===== src/rtl/tcdm_bank_pkg.sv =====
// Shared definitions for the TCDM bank responder: request layout, FSM states
// and the request unpacking helper.
package tcdm_bank_pkg;

  localparam int unsigned DATA_WIDTH     = 32;
  localparam int unsigned BE_WIDTH       = DATA_WIDTH / 8;
  localparam int unsigned ADDR_WIDTH     = 10;
  localparam int unsigned REQ_DATA_WIDTH = 1 + BE_WIDTH + ADDR_WIDTH + DATA_WIDTH;

  // Packed request is {wen, be, addr, wdata} with wen in the MSB
  localparam int unsigned WDATA_LSB = 0;
  localparam int unsigned ADDR_LSB  = WDATA_LSB + DATA_WIDTH;
  localparam int unsigned BE_LSB    = ADDR_LSB + ADDR_WIDTH;
  localparam int unsigned WEN_BIT   = BE_LSB + BE_WIDTH;

  typedef enum logic [0:0] {
    IDLE   = 1'b0,
    RMW_WR = 1'b1
  } state_e;

  typedef struct packed {
    logic                  wen;
    logic [BE_WIDTH-1:0]   be;
    logic [ADDR_WIDTH-1:0] addr;
    logic [DATA_WIDTH-1:0] wdata;
  } req_t;

  function automatic req_t unpack_req(input logic [REQ_DATA_WIDTH-1:0] data);
    req_t r;
    r.wen   = data[WEN_BIT];
    r.be    = data[BE_LSB +: BE_WIDTH];
    r.addr  = data[ADDR_LSB +: ADDR_WIDTH];
    r.wdata = data[WDATA_LSB +: DATA_WIDTH];
    return r;
  endfunction

endpackage


===== src/rtl/tcdm_be_merge.sv =====
// Combinational byte merge: each byte lane takes new_word when its enable is
// set, otherwise keeps old_word.
module tcdm_be_merge #(
  parameter int unsigned DataWidth = 32,
  parameter int unsigned BeWidth   = DataWidth / 8
) (
  input  logic [DataWidth-1:0] old_word,
  input  logic [DataWidth-1:0] new_word,
  input  logic [BeWidth-1:0]   be,
  output logic [DataWidth-1:0] word
);

  for (genvar i = 0; i < BeWidth; i++) begin : g_byte
    assign word[8*i +: 8] = be[i] ? new_word[8*i +: 8] : old_word[8*i +: 8];
  end

endmodule


===== src/rtl/tcdm_bank_resp.sv =====
// Bank-side responder for one butterfly TCDM output port: fixed 1-cycle
// response latency, byte-enable writes emulated by read-modify-write.
module tcdm_bank_resp
  import tcdm_bank_pkg::*;
#(
  parameter int unsigned CntWidth = 16
) (
  input  logic                      clk_i,
  input  logic                      rst_i,
  input  logic                      req_i,
  output logic                      gnt_o,
  input  logic [REQ_DATA_WIDTH-1:0] data_i,
  output logic [DATA_WIDTH-1:0]     rdata_o,
  output logic                      mem_req_o,
  output logic                      mem_we_o,
  output logic [ADDR_WIDTH-1:0]     mem_addr_o,
  output logic [DATA_WIDTH-1:0]     mem_wdata_o,
  input  logic [DATA_WIDTH-1:0]     mem_rdata_i,
  output logic [CntWidth-1:0]       rmw_cnt_o
);

  state_e                state_q, state_d;
  req_t                  req;
  logic                  full_be, is_read, is_full, is_part;
  logic                  grant;
  logic                  rd_sel_q;
  logic [ADDR_WIDTH-1:0] addr_q;
  logic [BE_WIDTH-1:0]   be_q;
  logic [DATA_WIDTH-1:0] wdata_q;
  logic [DATA_WIDTH-1:0] merged;
  logic [CntWidth-1:0]   cnt_q;

  // Request class decode; a write with be=0 is granted but never touches the SRAM
  assign req     = unpack_req(data_i);
  assign full_be = (req.be == {BE_WIDTH{1'b1}});
  assign is_read = !req.wen;
  assign is_full = req.wen && full_be;
  assign is_part = req.wen && !full_be && (req.be != '0);

  assign grant = (state_q == IDLE) && req_i && !rst_i;

  tcdm_be_merge #(
    .DataWidth (DATA_WIDTH),
    .BeWidth   (BE_WIDTH)
  ) i_be_merge (
    .old_word (mem_rdata_i),
    .new_word (wdata_q),
    .be       (be_q),
    .word     (merged)
  );

  // State register
  always_ff @(posedge clk_i) begin
    if (rst_i) begin
      state_q <= IDLE;
    end else begin
      state_q <= state_d;
    end
  end

  // Next-state logic
  always_comb begin
    state_d = state_q;
    case (state_q)
      IDLE:    if (grant && is_part) state_d = RMW_WR;
      RMW_WR:  state_d = IDLE;
      default: state_d = IDLE;
    endcase
  end

  // Grant and SRAM port; a reset arriving in RMW_WR drops the pending write
  always_comb begin
    gnt_o       = 1'b0;
    mem_req_o   = 1'b0;
    mem_we_o    = 1'b0;
    mem_addr_o  = '0;
    mem_wdata_o = '0;
    case (state_q)
      IDLE: begin
        gnt_o = grant;
        if (grant && (is_read || is_part)) begin
          mem_req_o  = 1'b1;
          mem_addr_o = req.addr;
        end else if (grant && is_full) begin
          mem_req_o   = 1'b1;
          mem_we_o    = 1'b1;
          mem_addr_o  = req.addr;
          mem_wdata_o = req.wdata;
        end
      end
      RMW_WR: begin
        if (!rst_i) begin
          mem_req_o   = 1'b1;
          mem_we_o    = 1'b1;
          mem_addr_o  = addr_q;
          mem_wdata_o = merged;
        end
      end
      default: ;
    endcase
  end

  // Partial-write capture, response select and saturating RMW counter
  always_ff @(posedge clk_i) begin
    if (rst_i) begin
      rd_sel_q <= 1'b0;
      addr_q   <= '0;
      be_q     <= '0;
      wdata_q  <= '0;
      cnt_q    <= '0;
    end else begin
      rd_sel_q <= grant && is_read;
      if (grant && is_part) begin
        addr_q  <= req.addr;
        be_q    <= req.be;
        wdata_q <= req.wdata;
      end
      if ((state_q == RMW_WR) && (cnt_q != {CntWidth{1'b1}})) begin
        cnt_q <= cnt_q + CntWidth'(1);
      end
    end
  end

  assign rdata_o   = rd_sel_q ? mem_rdata_i : '0;
  assign rmw_cnt_o = cnt_q;

endmodule


===== config.mk =====
export PLATFORM = sky130hd
export DESIGN_NAME = tcdm_bank_resp
export DESIGN_NICKNAME = d
export VERILOG_FILES = /design/src/rtl/tcdm_bank_pkg.sv /design/src/rtl/tcdm_be_merge.sv /design/src/rtl/tcdm_bank_resp.sv
export SDC_FILE = /design/constraint.sdc
export NUM_CORES = 1
export LEC_CHECK = 0
export ABC_AREA = 1
export BUFFER_PORTS_ARGS = -buffer_cell sky130_fd_sc_hd__buf_2
export CORE_AREA = 3 3 101 103
export DETAILED_ROUTE_END_ITERATION = 7
export DIE_AREA = 0 0 104 106
export HOLD_SLACK_MARGIN = 0.12
export PLACE_DENSITY = 0.69
export SLEW_MARGIN = 20
export SYNTH_ARGS = -nofsm -noshare
export SYNTH_HDL_FRONTEND = slang
export SYNTH_SLANG_ARGS = --single-unit

===== constraint.sdc =====
create_clock -name clk_i -period 2.4 [get_ports clk_i]
set_input_delay 0.48 -clock clk_i [delete_from_list [all_inputs] [get_ports clk_i]]
set_output_delay 0.48 -clock clk_i [all_outputs]
set_load 0.03 [all_outputs]

# Word level (Yosys, flattened, before mapping)
# Index checks and enable logic that the tools add are counted.
# totals
register_bits	64
latchBits	0
ramBits	0
rom_bits	0
out_inout_bits	93
wordCells	47
mem_count	0
# classes
n_addsub	1
mul	0
div	0
magnitude_cmp	0
n_eq_ne	2
n_shift	0
n_mux	22
n_bitwise	1
n_reduce_logical	15
# ops
cell	count
$mux W32	4
$pmux W32 S2	1
$mux W8	4
$mux W10	3
$pmux W10 S2	1
$add A16 B1 Y16 const B	1
$ne A16 B16 Y1 const B	1
$logic_and A1 B1 Y1	10
$mux W1	6
$pmux W1 S2	3
$eq A4 B4 Y1 const B	1
$reduce_bool A4 Y1	1
$logic_not A1 Y1	3
$logic_or A1 B1 Y1	1
$not A1 Y1	1

# Logic depth before layout (Yosys ltp)
# depth
depth_word	8
depth_mapped	10
mapped_depth_nobuf	10

# Cells and area by module
# A second synthesis with hierarchy kept.
# unflattened
hier_cells	671
hier_area_um2	3851.2
# by_module_without_submodules
module	instances	cells_per_inst	area_per_inst_um2	seq_area_each_um2
tcdm_bank_resp	1	567	3430.8	1281.2
tcdm_be_merge	1	104	420.4	0.0

# Worst setup path before layout
# Ideal clock, no wire load.
# synth_path
kind	input to output
start	input rst_i
end	output mem_wdata_o[10]
arrival_time_ps	1667
required_time_ps	1920
setup_slack_ps	253
path_stages	4
cell_sequence	nor2_2 -> clkbuf_1 -> o21ai_0 -> o21ai_0
# synth_between
elab_chain_len	6
# synth_rtl
item	line	rtl
start: declaration	tcdm_bank_resp.sv:9	input logic rst_i,
$logic_not A1 Y1	n/a	
$logic_and A1 B1 Y1	tcdm_bank_resp.sv:40	assign grant = (state_q == IDLE) && req_i && !rst_i;
$logic_and A1 B1 Y1	tcdm_bank_resp.sv:84	end else if (grant && is_full) begin
$mux W32	tcdm_bank_resp.sv:84	
$mux W32	tcdm_bank_resp.sv:81	if (grant && (is_read || is_part)) begin
$pmux W32 S2 *	tcdm_bank_resp.sv:78	case (state_q)
end: declaration	tcdm_bank_resp.sv:17	output logic [DATA_WIDTH-1:0] mem_wdata_o,
# Every way passes the cells marked *; elsewhere a longest branch is shown, timed or not.

# Final worst setup path
# layout_path
start	register state_q
end	output mem_wdata_o[13]
# layout_between
elab_chain_len	7
# layout_rtl
item	line	rtl
start: declaration	tcdm_bank_resp.sv:22	state_e state_q, state_d;
start signal: assignment	tcdm_bank_resp.sv:57	state_q <= state_d;
$not A1 Y1	n/a	
$logic_and A1 B1 Y1 (2 in series)	tcdm_bank_resp.sv:40	
$logic_and A1 B1 Y1	tcdm_bank_resp.sv:84	
$mux W32	tcdm_bank_resp.sv:84	
$mux W32	tcdm_bank_resp.sv:81	
$pmux W32 S2 *	tcdm_bank_resp.sv:78	
# Marked as above.

==> results by stage <==
Run status:
- The run finished with clean final reports.

Clocking:
- The number of H-tree branching levels is 3.
- TritonCTS built the clock tree.
- The later-pin clock latency in the skew report is 0.33 ns.
- Buffers added to address setup during post-CTS repair amount to 0.
- The total CTS buffers is 9.
- Post-CTS repair changed the size of 0 cells.
- CTS placed an instance of sky130_fd_sc_hd__clkbuf_8 at the clock tree root.
- The post-cts hold buffer count is 0.
- No sink is reached through more buffers than the 2 on the longest clock path.
- The number of sinks handled by clock tree synthesis is 64.
- The clock-pin transition on the worst setup and hold timing paths is 0.07 ns.

Synth:
- The synthesized area per cell is 6.067 um^2.
- The count of state elements after synthesis is 64.
- The cell area that synthesis handed to floorplanning was 3689 um^2.
- The fraction of the yosys area taken by sequential cells is 34.74%.
- The synthesized netlist cell count is just over 600.
- The number of warnings printed during yosys synthesis is 0.
- When the netlist entered floorplanning its net count stood at 691.
- The count of cell types in the netlist is 27.

STA:
- The clock skew after layout is 0.003626 ns.
- The number of slew-limit violations in the final report is 0.
- Static timing analysis puts the maximum clock frequency at ~440 MHz.
- The worst hold margin is 0.3379 ns.
- The hold violation total from the final report is 0.
- Once routing completed, OpenROAD measured the worst setup slack at 0.1374 ns.
- In the finished design, the share of the clock period the worst path needs comes to 94.28%.
- The setup TNS is 0 ns.
- The worst pin sits at a relative slew slack of 56.96%.
- The clock period minus final worst setup slack is roughly 2.3 ns.
- The measured slew at the worst slew-check pin is between 0.6 and 0.7 ns.
- Setup violations remaining at the end of the flow were counted as 0.
- Setup repair after global routing left no endpoint under its margin.

Critical path:
- The worst-path maximum fanout is 16.
- The top cell family by delay on the critical path is buffers and inverters.
- The setup path with the least slack is of type reg2out.
- The most repeated library cell on the critical path is sky130_fd_sc_hd__o21ai_0.
- The critical path contains buffers and inverters numbering 3 combined.
- The arrival time of the worst setup path is roughly 1.8 ns.
- In this design, the stage delay of the slowest critical-path cell is approximately 0.4 ns.
- The required time reported for the critical path endpoint is between 1.5 and 2 ns.
- The slowest stage of the critical path is the sky130_fd_sc_hd__dfxtp_1 cell.
- The worst setup path is captured at a primary output.
- Walking the worst path, the cells encountered are inv_2 > nor2_2 > buf_4 > o21ai_0 > o21ai_0 > buf_2.
- The launching element type of the critical path is a flip-flop.

Global routing:
- The number of antenna violations at the first check in global routing came to 0.
- The first global-routing pass estimated 18.57 mm of wire.
- The pin count of the biggest net entering global routing is 54.
- After global routing the overflow that remains totals 0.
- In the global route stage, overall resource usage came out at 20.03%.
- The via count of the first global-routing pass was slightly above 4000.

Floorplan:
- The initial core utilization is 39.73%.
- The floorplan step set the die width to 104 um.
- The number of rows in the core area is 35.
- After floorplanning, the core was sized to cover roughly 9300 um^2.
- Measured along the y axis, the die boundary spans 106 um.
- The number of primary I/O pins is 175.
- The area of the die is 11020 um^2.

Routing:
- In this run the remaining antenna-violating nets after routing total 0.
- The number of detailed-route iterations in the first pass is 5.
- The routed via count divided by cell count is 4.896.
- The final layout contains routed wiring with a total length of 11.27 mm.
- The number of violations reported at the end of detailed-routing iteration 0 is ~150.
- For this block, the via count after detailed routing is about 4400.
- The routed length per instance is 12.46 um.
- The DRC violations left is 0.

Flow run:
- Max-cap violations in this run came to 0.

Finish:
- The number of antenna diodes in the final layout is 0.
- Compared with the post-synthesis result, the final layout area differs by 31.31%.
- The finished cells cover 4843 um^2.
- In the final layout, the multi-input gates occupy 2023 um^2.
- The count of fill cells added during filler insertion is around 1000.
- The final cell utilization of the core is a little over half.
- The fraction of layout cells with a size suffix above 1 is 27.23%.
- The final layout contains 853 nets.
- In the final layout, flip-flops and latches occupy 1281 um^2.
- The number of non-filler instances in the completed layout is 904.

Pwr:
- Power spread over the standard cell area amounts to roughly 510 nW/um^2.
- The total power consumption of the routed design is ~2.5 mW.
- The analysis attributes to cell leakage a power of 2.554 nW.
- IR analysis of the VDD net gives a maximum drop of 305.2 uV.

Placement:
- The total instance count after detailed placement is roughly 890.
- The number of port buffers is between 150 and 200.
- The congestion estimate from routability-driven global placement came to 0.8317.
- The wire-length estimate of the detail-placed layout is 8.333 mm.
- The placed instances occupy a cell area of approximately 4600 um^2.
- The worst slack at placement is 0.08009 ns.

Worst hold path:
- The min-delay analysis places its worst path in the category in2reg.
[area by class of cell]
cell class | instances | share of cell area [%]
multi-input combinational | 453 | 41.77
sequential | 64 | 26.45
timing repair buffer | 186 | 19.99
inverter | 56 | 4.340
tap | 129 | 3.332
clock buffer | 13 | 3.281
clock inverter | 3 | 0.8267
[sequential cells by signal (all words and copies together), names as in the netlist]
| register | flops |
|---|---|
| state_q | 1 |
| rmw_cnt_o | 16 |
| addr_q | 10 |
| rd_sel_q | 1 |
| wdata_q | 32 |
| be_q | 4 |
[cells in the final DEF (no fill, tap or decap), types with 2 or more instances in the layout]
| cell type | n |
|---|---|
| sky130_fd_sc_hd__clkbuf_1 | 2 |
| sky130_fd_sc_hd__buf_6 | 2 |
| sky130_fd_sc_hd__nand4_1 | 5 |
| sky130_fd_sc_hd__xnor2_1 | 2 |
| sky130_fd_sc_hd__buf_2 | 174 |
| sky130_fd_sc_hd__buf_4 | 10 |
| sky130_fd_sc_hd__dfxtp_1 | 64 |
| sky130_fd_sc_hd__a21oi_1 | 15 |
| sky130_fd_sc_hd__nor2_2 | 2 |
| sky130_fd_sc_hd__inv_2 | 3 |
| sky130_fd_sc_hd__o21ai_0 | 100 |
| sky130_fd_sc_hd__xor2_1 | 4 |
| sky130_fd_sc_hd__clkbuf_8 | 11 |
| sky130_fd_sc_hd__clkinv_1 | 2 |
| sky130_fd_sc_hd__nand2_1 | 115 |
| sky130_fd_sc_hd__nor2_1 | 146 |
| sky130_fd_sc_hd__inv_1 | 51 |
| sky130_fd_sc_hd__nand3_1 | 42 |
| sky130_fd_sc_hd__clkinv_2 | 2 |
| sky130_fd_sc_hd__o21ai_1 | 14 |
[power breakdown]
part	internal, mW	switching (mW)	leakage (nW)
logic	0.142	0.271	1.93
registers	1.10	0.0290	0.521
clock network	0.534	0.398	0.103
total	1.78	0.698	2.55
[worst paths after layout]
check / start / end / slack (ns) / depth (start not counted)
min reg2reg: wdata_q[6]$_SDFFE_PP0P_ / wdata_q[6]$_SDFFE_PP0P_ / 0.48 / 2
max reg2reg: rmw_cnt_o[0]$_SDFFE_PP0P_ / rmw_cnt_o[15]$_SDFFE_PP0P_ / 0.52 / 9
min: data_i[46] / rd_sel_q$_SDFF_PP0_ / 0.34 / 2
max: state_q$_SDFF_PP0_ / mem_wdata_o[13] / 0.14 / 6
[cells in the mapped netlist, drive strengths merged]
library cell,instances,share of area [%]
nor2,149,16
nand2,115,12
o21ai,115,16
dfxtp,64,35
inv,54,5.5
nand3,44,6.4
clkbuf,22,2.2
a21oi,15,2.0
buf,13,2.7
nand4,5,0.85
xor2,4,0.95
clkinv,2,0.20
xnor2,2,0.47
ha,1,0.34
nand3b,1,0.31
nor3,1,0.14
or2,1,0.17
[layer usage]
metal / vias up / part of all wire, % / GRT usage [%]
met5: - / 0 / 0
met1: 2004 / 43 / 23.31
met2: 146 / 49 / 35.24
met3: 11 / 6.2 / 4.675
li1: 2265 / - / -
met4: 0 / 1.5 / 8.547
[kinds of logic after synthesis]
logic type                 after synthesis  synth area share (%)
and+or+nand+nor                        316                 35.11
AOI/OAI and AO/OA                      130                 17.74
buffers and inverters                   91                 10.65
DFF                                     64                 34.74
xor gates and xnor gates                 6                 1.425
adders and majority gates                1                0.3392
Power figures use the tool's default switching activity.
